## config.mk

```make
export PLATFORM = sky130hd
export DESIGN_NAME = mux_n_pipe
export DESIGN_NICKNAME = d
export VERILOG_FILES = /design/src/rtl/mux_n_pipe.sv
export SDC_FILE = /design/constraint.sdc
export NUM_CORES = 1
export LEC_CHECK = 0
export CORE_MARGIN = 10
export CORE_UTILIZATION = 58
export DETAILED_ROUTE_END_ITERATION = 16
export DONT_BUFFER_PORTS = 1
export HOLD_SLACK_MARGIN = 0.1
export MAX_ROUTING_LAYER = met4
export PLACE_DENSITY_LB_ADDON = 0.3
export SKIP_LAST_GASP = 1
export SLEW_MARGIN = 25
export SYNTH_ARGS = -nofsm -noshare
export SYNTH_HDL_FRONTEND = slang
export SYNTH_SLANG_ARGS = --single-unit
```

## constraint.sdc

```tcl
create_clock -name clk -period 1.7 [get_ports clk]
set_input_delay 0.085 -clock clk [delete_from_list [all_inputs] [get_ports clk]]
set_output_delay 0.085 -clock clk [all_outputs]
set_load 0.05 [all_outputs]
```

## src/rtl/mux_n_pipe.sv

```systemverilog
// N-input selector feeding a 2-entry skid FIFO with valid/ready on both sides.
// Out-of-range selects capture DEFAULT_VAL and raise a sticky sel_err.
module mux_n_pipe #(
  parameter int               WIDTH       = 32,
  parameter int               NUM_IN      = 4,
  parameter int               SEL_W       = 2,
  parameter logic [WIDTH-1:0] DEFAULT_VAL = '0
) (
  input  logic                    clk,
  input  logic                    rst,
  input  logic [NUM_IN*WIDTH-1:0] d_in,
  input  logic [SEL_W-1:0]        sel,
  input  logic                    in_valid,
  output logic                    in_ready,
  output logic [WIDTH-1:0]        out_data,
  output logic                    out_valid,
  input  logic                    out_ready,
  input  logic                    flush,
  output logic                    sel_err,
  input  logic                    clr_err
);

  typedef enum logic [1:0] {EMPTY = 2'd0, ONE = 2'd1, FULL = 2'd2} state_t;

  state_t           state, state_nxt;
  logic [WIDTH-1:0] head_q, tail_q, head_nxt, tail_nxt, pick;
  logic             sel_oor, acc, xfer, rdy_q, err_q;

  always_comb begin
    pick    = DEFAULT_VAL;
    sel_oor = 1'b1;
    for (int k = 0; k < NUM_IN; k++) begin
      if (sel == SEL_W'(k)) begin
        pick    = d_in[k*WIDTH +: WIDTH];
        sel_oor = 1'b0;
      end
    end
  end

  // Flush masks the accept so a beat offered alongside it never lands or flags.
  assign acc       = in_valid & rdy_q & ~flush;
  assign xfer      = out_valid & out_ready;
  assign in_ready  = rdy_q;
  assign out_valid = (state != EMPTY);
  assign out_data  = out_valid ? head_q : DEFAULT_VAL;
  assign sel_err   = err_q;

  always_comb begin
    state_nxt = state;
    head_nxt  = head_q;
    tail_nxt  = tail_q;
    case (state)
      EMPTY: if (acc) begin
        head_nxt  = pick;
        state_nxt = ONE;
      end
      ONE: begin
        if (acc && xfer) begin
          head_nxt = pick;
        end else if (acc) begin
          tail_nxt  = pick;
          state_nxt = FULL;
        end else if (xfer) begin
          state_nxt = EMPTY;
        end
      end
      FULL: if (xfer) begin
        head_nxt  = tail_q;
        state_nxt = ONE;
      end
      default: state_nxt = EMPTY;
    endcase
    if (flush) state_nxt = EMPTY;
  end

  always_ff @(posedge clk or posedge rst) begin
    if (rst) begin
      state  <= EMPTY;
      head_q <= DEFAULT_VAL;
      tail_q <= DEFAULT_VAL;
      rdy_q  <= 1'b0;
      err_q  <= 1'b0;
    end else begin
      state  <= state_nxt;
      head_q <= head_nxt;
      tail_q <= tail_nxt;
      // Registered ready: look ahead at the next state so it is exact each cycle.
      rdy_q  <= (state_nxt != FULL);
      if (acc && sel_oor) err_q <= 1'b1;
      else if (clr_err)   err_q <= 1'b0;
    end
  end

endmodule

```

==> results of run 1 <==
-- power by group through the flow --
stage	Clock [mW]	Combinational, mW	Sequential [mW]
floorplan	0	1.38	2.24
global placement	0	1.67	2.29
detailed placement	0	1.73	2.32
CTS	1.48	1.76	2.29
global route	1.55	1.89	2.35
finish	1.44	1.75	2.29
-- sequential cells by signal, summed over array words and instances, names as in the netlist --
register,flops
tail_q,32
head_q,32
state,2
sel_err,1
in_ready,1
-- Yosys cell counts (2+ instances only) --
master,instances
a221oi_2,30
dfrtp_1,68
inv_1,3
buf_6,4
o21ai_0,30
nand2_1,35
nor2_1,34
mux2i_1,65
buf_2,13
nor2b_1,35
mux2_2,64
clkbuf_1,16
o21ai_1,2
a221oi_1,2
-- final timing paths --
check                        endpoint  slack (ns)  cells past startpoint
setup / recovery           head_q[27]       0.006                      5
hold / removal             tail_q[21]        0.17                      3
setup reg to reg           head_q[27]       0.006                      5
hold reg to reg            tail_q[13]        0.49                      2
max in group asynchronous  head_q[20]        0.81                      3
min in group asynchronous   tail_q[7]        0.25                      2
-- cell families after synthesis --
group	count (synthesis)	share of synthesized area [%]
muxes	129	30.9
DFF	68	38.3
AOI/OAI and AO/OA	68	15.0
and+or+nand+nor	109	11.5
buffers and inverters	37	4.25
-- layout by cell type (no fill, tap or decap), types with 3 or more instances in the layout --
master	synthesis	final
nand2_1	35	34
o21ai_1	2	3
mux2i_1	65	65
dfrtp_1	68	65
a221oi_2	30	30
clkinv_2	0	3
buf_4	1	43
dlygate4sd3_1	0	4
dfrtp_2	0	3
nor2_1	34	33
clkbuf_8	0	9
nor2b_1	35	34
mux2_2	64	64
buf_12	0	8
o21ai_0	30	29
-- cell type report --
| type | instances | area [um^2] | share of cell area [%] |
|---|---|---|---|
| multi-input combinational | 306 | 2580 | 49.8 |
| sequential | 68 | 1710 | 32.9 |
| timing repair buffer | 57 | 542 | 10.5 |
| clock buffer | 9 | 124 | 2.39 |
| tap | 99 | 124 | 2.39 |
| clock inverter | 7 | 91.3 | 1.76 |
| inverter | 3 | 15.0 | 0.290 |
-- repair_timing --
item	4_1_cts	5_1_grt
gates resized for setup	1	5
hold endpoints to repair	104	0
endpoints found under the setup margin	12	32
pin swaps	0	1
hold buffers	5	0
buffers inserted	0	1
gates cloned	0	1
-- routing by layer --
metal  GRT usage (%)  vias up  share of wire, %
met2            34.7      130                50
met3            4.97       14               6.6
met1            23.3     1579                42
met4            7.35        0               1.4
li1                -     1561                 -
met5               -        -                 0
-- worst max-delay path: stages (launching register included) --
cell     delay, ns
dfrtp_2       0.44
nor2b_1       0.18
o41ai_4       0.21
buf_4         0.21
buf_12        0.17
mux2_2        0.36
==> results summary, run 1 <==
The fraction of power consumed by sequential logic is around two fifths. Global routing finished with a remaining overflow of 0. The total non-filler cell area in the finished layout came out at 5180 um^2. The number of warnings printed during yosys synthesis is 0.

The run finished with clean final reports. The post-route antenna net violation count is 0. The share of the clock period used by the worst path came out at about 100%.

The power spent charging and discharging nets is approximately 1.8 mW. The startpoint of the worst hold path is d_in[85]. The number of port buffers came out at 0. The wire-length estimate of the detail-placed layout is 8.47 mm.

Setup repair after global routing could not meet its margin everywhere. The post-route setup TNS is 0 ns. The count of final setup violators came out at 0. Clock latency on the worst-skew pair, taken at its later pin, is 0.34 ns. Dividing the synthesized area by the synthesized cell count gives between 10 and 15 um^2. Counting distinct cell types in the post-synthesis netlist gives 24.

The starting density of the core came out at 60.6%. STA puts the critical path data required time at 1.92 ns. Measured along the x axis, the die boundary spans 108 um. The total inserted antenna cells is 0. The number of levels the H-tree was split into is 3. Max-cap violations in this run came to 0.

The final cell count without fillers came out at ~550. The share of total power in the clock network came out at 26.3%. The worst slack at placement is -0.00559 ns. The detailed-routing iteration count for the pre-antenna-repair pass is 5.

The total power density per cell area came out at 1060 nW/um^2. Net switching is 33.3% of the power. The worst path setup slack after routing came out at 0.00606 ns.

The final route contains 3,284 vias. The mean number of vias per cell came out at 5.98. Buffers inserted during clock tree synthesis total 9.

The number of antenna violations at the first check in global routing came out at 0. The clock passes through at most 2 buffers. STA classifies the critical path endpoint as a flip-flop. The minimum period implied by the final worst setup slack is 1.69 ns. Cells fill 70.6% of the core in the end. After the last flow step, the layout net total stands at 581. The floorplan row count is 31. The cell at the root of the clock tree is clkbuf_8.

After clock tree synthesis, the clock-pin slew on the worst setup and hold paths is 0.08 ns. Yosys attributes the largest share of cell area to dfrtp_1 38%, mux2_2 16%, mux2i_1 15%. The synthesized design spends more area on one cell type than any other, namely dfrtp_1. The area growth from synthesis to layout came out at 16.6%. The nature of the critical path startpoint is a flip-flop.

Synthesis produced a netlist whose cell count is 411. The final-report hold violation count came to 0. After detailed routing, the number of remaining DRC violations is 0. Including well taps, the total number of placed cells is 526. The total of flip-flops plus latches after synthesis is 68.

The floorplan core area is between 7000 and 8000 um^2. The peak supply drop is 0.000745 V. The total nets after synthesis is roughly 550. Of all nets on the critical path, the largest fanout is 19. Measured against its own limit, the worst slew margin works out to 66.0%.

The achievable clock frequency is 590 MHz. The number of fillers in the final layout is 530. The transition time of the tightest slew-check pin is 0.509 ns. The instance area after placement is 4880 um^2. In this run, the combinational gates consume 31.9% of the power. The die covers approximately 12,000 um^2. The number of enable flip-flop cells after synthesis is 0. The data arrival time of the critical path came out at 1.92 ns.

The initial detailed-routing violation count is roughly 110. The startpoint identified for the worst register-to-register timing path is state[0]. In the synthesized netlist the async set-or-reset flop fraction comes to 100%. The vertical extent of the die came out at 108 um.

Entering global routing, the biggest net connects 65 pins. The final RePlAce weighted congestion came out at 0.820. The worst hold slack is 0.166 ns. Dividing the detail-routed wire length by the instance count gives 21.6 um. The worst clock skew on the final layout came out at 0.0128 ns. TritonCTS built the clock tree. Of the post-synthesis cell area, the dominant cell type holds between 30% and 40%. The startpoint of the most critical setup path is state[0]. By startpoint and endpoint, the worst setup path is classified as reg2reg.

The number of global-route vias before repair is 3,668. Power comes to 5.49 mW. The final count of pins violating max slew is 0. about 170 I/O pins were placed. After synthesis the cells add up to between 4000 and 5000 um^2. The number of clock sinks seen by CTS came out at just under 70. The classification of the worst-slack hold path is in2reg. The wire length of the first global-routing pass is 18.6 mm. The sum of routed wire length over all layers is ~12 mm.

In the synthesized netlist the dominant register cell turns out to be dfrtp_1. For this run, the register share of the synthesized area comes to 38.3%. The internal power is 3.66 mW. Global routing used 20.6% of the available tracks across all layers.

The layout cell share with drive strength beyond 1 came out at about two fifths. The leakage dissipation is 2.31 nW.
Note: power is estimated with default switching activity, not from simulation.
==> inputs of run 2 (changes only) <==
--- a/config.mk
+++ b/config.mk
@@ -5,6 +5,7 @@
 export SDC_FILE = /design/constraint.sdc
 export NUM_CORES = 1
 export LEC_CHECK = 0
+export ABC_AREA = 1
 export CORE_MARGIN = 10
 export CORE_UTILIZATION = 58
 export DETAILED_ROUTE_END_ITERATION = 16
==> results summary, run 2 <==
The vertical extent of the die is 105 um (-2.6%). The number of cell instances on the worst register-to-register path came out at 8 (+3). The fraction of power consumed by sequential logic came out at 43.9% (+2.1 points). The leakage dissipation is 2.94 nW (+27%). The area share of fa/ha/maj cells after synthesis came out at 0% (unchanged).

The share of the yosys chip area belonging to registers was 40.9% (+2.6 points). The worst clock skew on the final layout is 0.00740 ns (-0.00539 ns). After global routing, the most crowded layer is met2. The post-route setup TNS is 0 ns (unchanged). The die footprint came to 11,000 um^2 (-5.1%). The overall power consumption came out at 4.87 mW (-11%). The number of port buffers came out at 0 (unchanged). The library cell used most frequently in the layout, excluding fill and tap cells, is nand2_1. The transition time of the tightest slew-check pin came to 0.589 ns (+0.0807 ns). The internal power is 3.31 mW (-9.6%). The final count of pins violating max slew came out at 0 (unchanged). The share of power burned in combinational logic is 27.1% (-4.8 points). The relative slew slack is 60.6% (-5.4 points).

The number of global-route vias before repair came out at 4,871 (+33%). The required time of the worst setup path came out at 1.62 ns (-0.30 ns). The area of the multi-input gates is 2230 um^2 (-14%). The largest registers in the layout are head_q: 32 flops, tail_q: 32 flops, state: 2 flops. The cell count of the worst hold path is 6 (+3). The mean number of vias per cell came to 5.70 (-4.8%). The number of clock sinks seen by CTS is 68 (unchanged). The worst path setup slack after routing is 0.0774 ns (+0.0713 ns). The register clock-pin slew on the reported worst setup and hold paths is 0.07 ns (about the same).

The total nets after synthesis is 785 (+44%). Leaving out fill and tap cells, the most frequent cells in the layout are 230 x nand2_1, 80 x dlygate4sd3_1, 68 x nor2_1, 68 x dfrtp_1, 65 x nand3_1. TritonCTS built the clock tree. After synthesis, the most frequently instantiated cells are 232 x nand2_1, 99 x nor2_1, 68 x dfrtp_1. The cell at the root of the clock tree is clkbuf_8. The sum of net half-perimeters after detailed placement came out at 9.32 mm (+10%).

The share of synthesized area spent on multiplexers came to 0% (-31 points). The power spent charging and discharging nets was 1.56 mW (-14%). The peak supply drop is 0.000508 V (-32%). The top-area cell type share of the netlist area came out at 40.9% (+2.6 points). The fraction of the mapped netlist area in simple logic gates came to 43.1% (+32 points). The worst hold slack is 0.102 ns (-0.0642 ns).

The achievable clock frequency was 616 MHz (+4.4%). The net switching share of the total power came out at 32.1% (-1.2 points). The floorplan core area came out at 6870 um^2 (-6.3%). The aggregate global-route resource usage came out at 27.4% (+6.8 points). The run finished with clean final reports. The critical path in this run is classified as reg2out. The share of total power in the clock network is 29.1% (+2.8 points). The routed via count came out at 4,813 (+47%).

The most numerous cell in the Yosys netlist is nand2_1. The worst slack at placement is 0.204 ns (+0.210 ns). The async set-reset flop share out of synthesis came to 100% (unchanged).

The met3 capacity usage during global routing came out at 7.37% (+2.4 points). The detailed-routing iteration count for the pre-antenna-repair pass came out at 5 (unchanged). The mapped cell area came out at 4160 um^2 (-6.3%). The area used by sequential logic in the layout came to 1700 um^2 (-0.22%). The number of different library cells in the post-synthesis netlist came out at 18 (-25%). The path class of the tightest hold or removal check is in2reg. The synthesized-area fraction occupied by ao, oa, aoi and oai cells is 7.93% (-7.1 points).

The final-report hold violation count is 0 (unchanged). STA classifies the critical path startpoint as a flip-flop. The global-route met2 utilization was 44.7% (+10 points).

The count of final setup violators was 0 (unchanged). The initial detailed-routing violation count came out at 419 (+270%). The largest area contributor in the netlist is dfrtp_1. The endpoint identified for the worst register-to-register timing path is head_q[6]. The maximum clock path buffer count is 2 (unchanged).

The count of nets after finishing came to 882 (+52%). The data arrival time of the critical path came to 1.54 ns (-0.38 ns). The primary flip-flop cell chosen by synthesis mapping is dfrtp_1. The minimum period implied by the final worst setup slack was 1.62 ns (-0.0713 ns). The number of buffers created by CTS was 9 (unchanged). The layout cell share with drive strength beyond 1 is 13.5% (-25 points). The number of I/O pins was 171 (unchanged). The routed wirelength normalized by instance count was 18.4 um (-15%). The final RePlAce weighted congestion came to 0.825 (+0.62%). The largest net degree at the start of global routing came out at 65 (unchanged). The total overflow reported by the global router came to 0 (unchanged). The starting density of the core came out at 60.6% (about the same). The number of antenna violations at the first check in global routing is 0 (unchanged). The floorplan row count is 30 (-3.2%). The number of warnings printed during yosys synthesis came out at 0 (unchanged).

The number of enable flip-flop cells after synthesis was 0 (unchanged). The highest fanout seen on the critical path is 8 (-11). The sum of routed wire length over all layers was 15.6 mm (+32%).

The number of fillers in the final layout is 449 (-15%). In this run the critical register-to-register path is launched from state[1]. The count of maximum capacitance violations is 0 (unchanged).

The clock latency on the worst-skew pair came out at 0.35 ns (about the same). The count of mapped cells out of synthesis is 649 (+58%). The total of flip-flops plus latches after synthesis came out at 68 (unchanged). Setup repair after global routing left no endpoint under its margin. The number of levels the H-tree was split into came out at 3 (unchanged). The area growth from synthesis to layout came out at 36.4%. The post-synthesis share of cell area spent on xor and xnor gates is 0% (unchanged). The share of the clock period used by the worst path is 95.4% (-4.2 points). The setup slack of the most critical reg-to-reg path came out at 0.14 ns (+0.13 ns). The post-route antenna net violation count is 0 (unchanged). The number of remaining DRC errors is 0 (unchanged). The wire length of the first global-routing pass came out at 24.1 mm (+29%).

The synthesized area per cell came out at 6.42 um^2 (-41%). The met1 track demand over resource in global routing came out at 30.4% (+7.1 points). The die boundary width is 105 um (-2.6%). By area, the combinational part of the netlist is dominated by simple AND/OR/NAND/NOR gates. The endpoint kind of the worst setup timing path is an output port. The worst hold path begins at d_in[3]. The total power density per cell area is 857 nW/um^2 (-19%).

The total inserted antenna cells is 0 (unchanged). Sorting the synthesized cells by area gives the leading types as dfrtp_1 41%, nand2_1 21%, nor2_1 8.9%. The terminating pin of the worst hold path is head_q[3].
run 2: cell types whose count changed after synthesis, sizes merged, moves of 35 or more:
cell and change:
inv +40, nor2 +64, nand3 +67, mux2i -65, nor2b -35, nand2 +197, mux2 -64
run 2: final cells by class:
cell class,count,area share [%]
multi-input combinational,498,39.2
sequential,68,29.9
timing repair buffer,126,22.1
clock buffer,13,3.15
inverter,43,2.95
tap,96,2.11
clock inverter,1,0.529
run 2: worst max-delay path, cell delays in order, from the launching register on:
cell and delay (ns):
dfrtp_1 0.44, inv_2 0.08, nand2_2 0.11, inv_4 0.08, buf_12 0.16, nor2_2 0.11
buf_4 0.21
run 2: worst max-delay path by stage:
stage	cells after the start	startpoint	to	slack, ns
CTS	6	state[1]	out_data[31]	-0.01
detailed placement	8	state[0]	head_q[6]	0.20
global placement	8	state[0]	head_q[2]	0.34
finish	6	state[1]	out_data[30]	0.08
floorplan	5	state[0]	out_data[12]	-0.08
global route	6	state[0]	out_data[27]	0.02
run 2: what timing repair did:
item | CTS | global route
pin swaps | 0 | 0
hold buffers | 80 | 0
buffers inserted | 0 | 1
setup endpoints to repair | 2 | 31
hold endpoints to repair | 110 | 0
gates resized for setup | 0 | 5
cloned | 0 | 3
run 2: power by group through the flow:
| stage | sequential, mW | combinational, mW | clock [mW] |
|---|---|---|---|
| 2_1_floorplan | 2.10 | 0.839 | 0 |
| 3_3_place_gp | 2.14 | 1.01 | 0 |
| 3_5_place_dp | 2.15 | 1.06 | 0 |
| 4_1_cts | 2.13 | 1.25 | 1.41 |
| 5_1_grt | 2.17 | 1.46 | 1.49 |
| 6_report | 2.14 | 1.32 | 1.42 |
run 2: kinds of logic after synthesis:
logic type / after synthesis
buffers and inverters: 83
DFF: 68
and+or+nand+nor: 432
AOI/OAI and AO/OA: 66
run 2: metrics by stage:
| step | util (%) | instance area [um^2] | std cells |
|---|---|---|---|
| after floorplan | - | 4260 | 649 |
| final | 82.7 | 5680 | 845 |
| after global routing | 82.7 | 5680 | 845 |
| after CTS | 81.5 | 5600 | 841 |
| after global placement | 66.8 | 4590 | 747 |
| after detailed placement | 66.8 | 4590 | 747 |
run 2: metal layers:
metal  share of wire (%)  wire length, um
met3                  11             1680
met4                 4.0              626
met5                   0                0
met2                  48             7490
met1                  37             5780
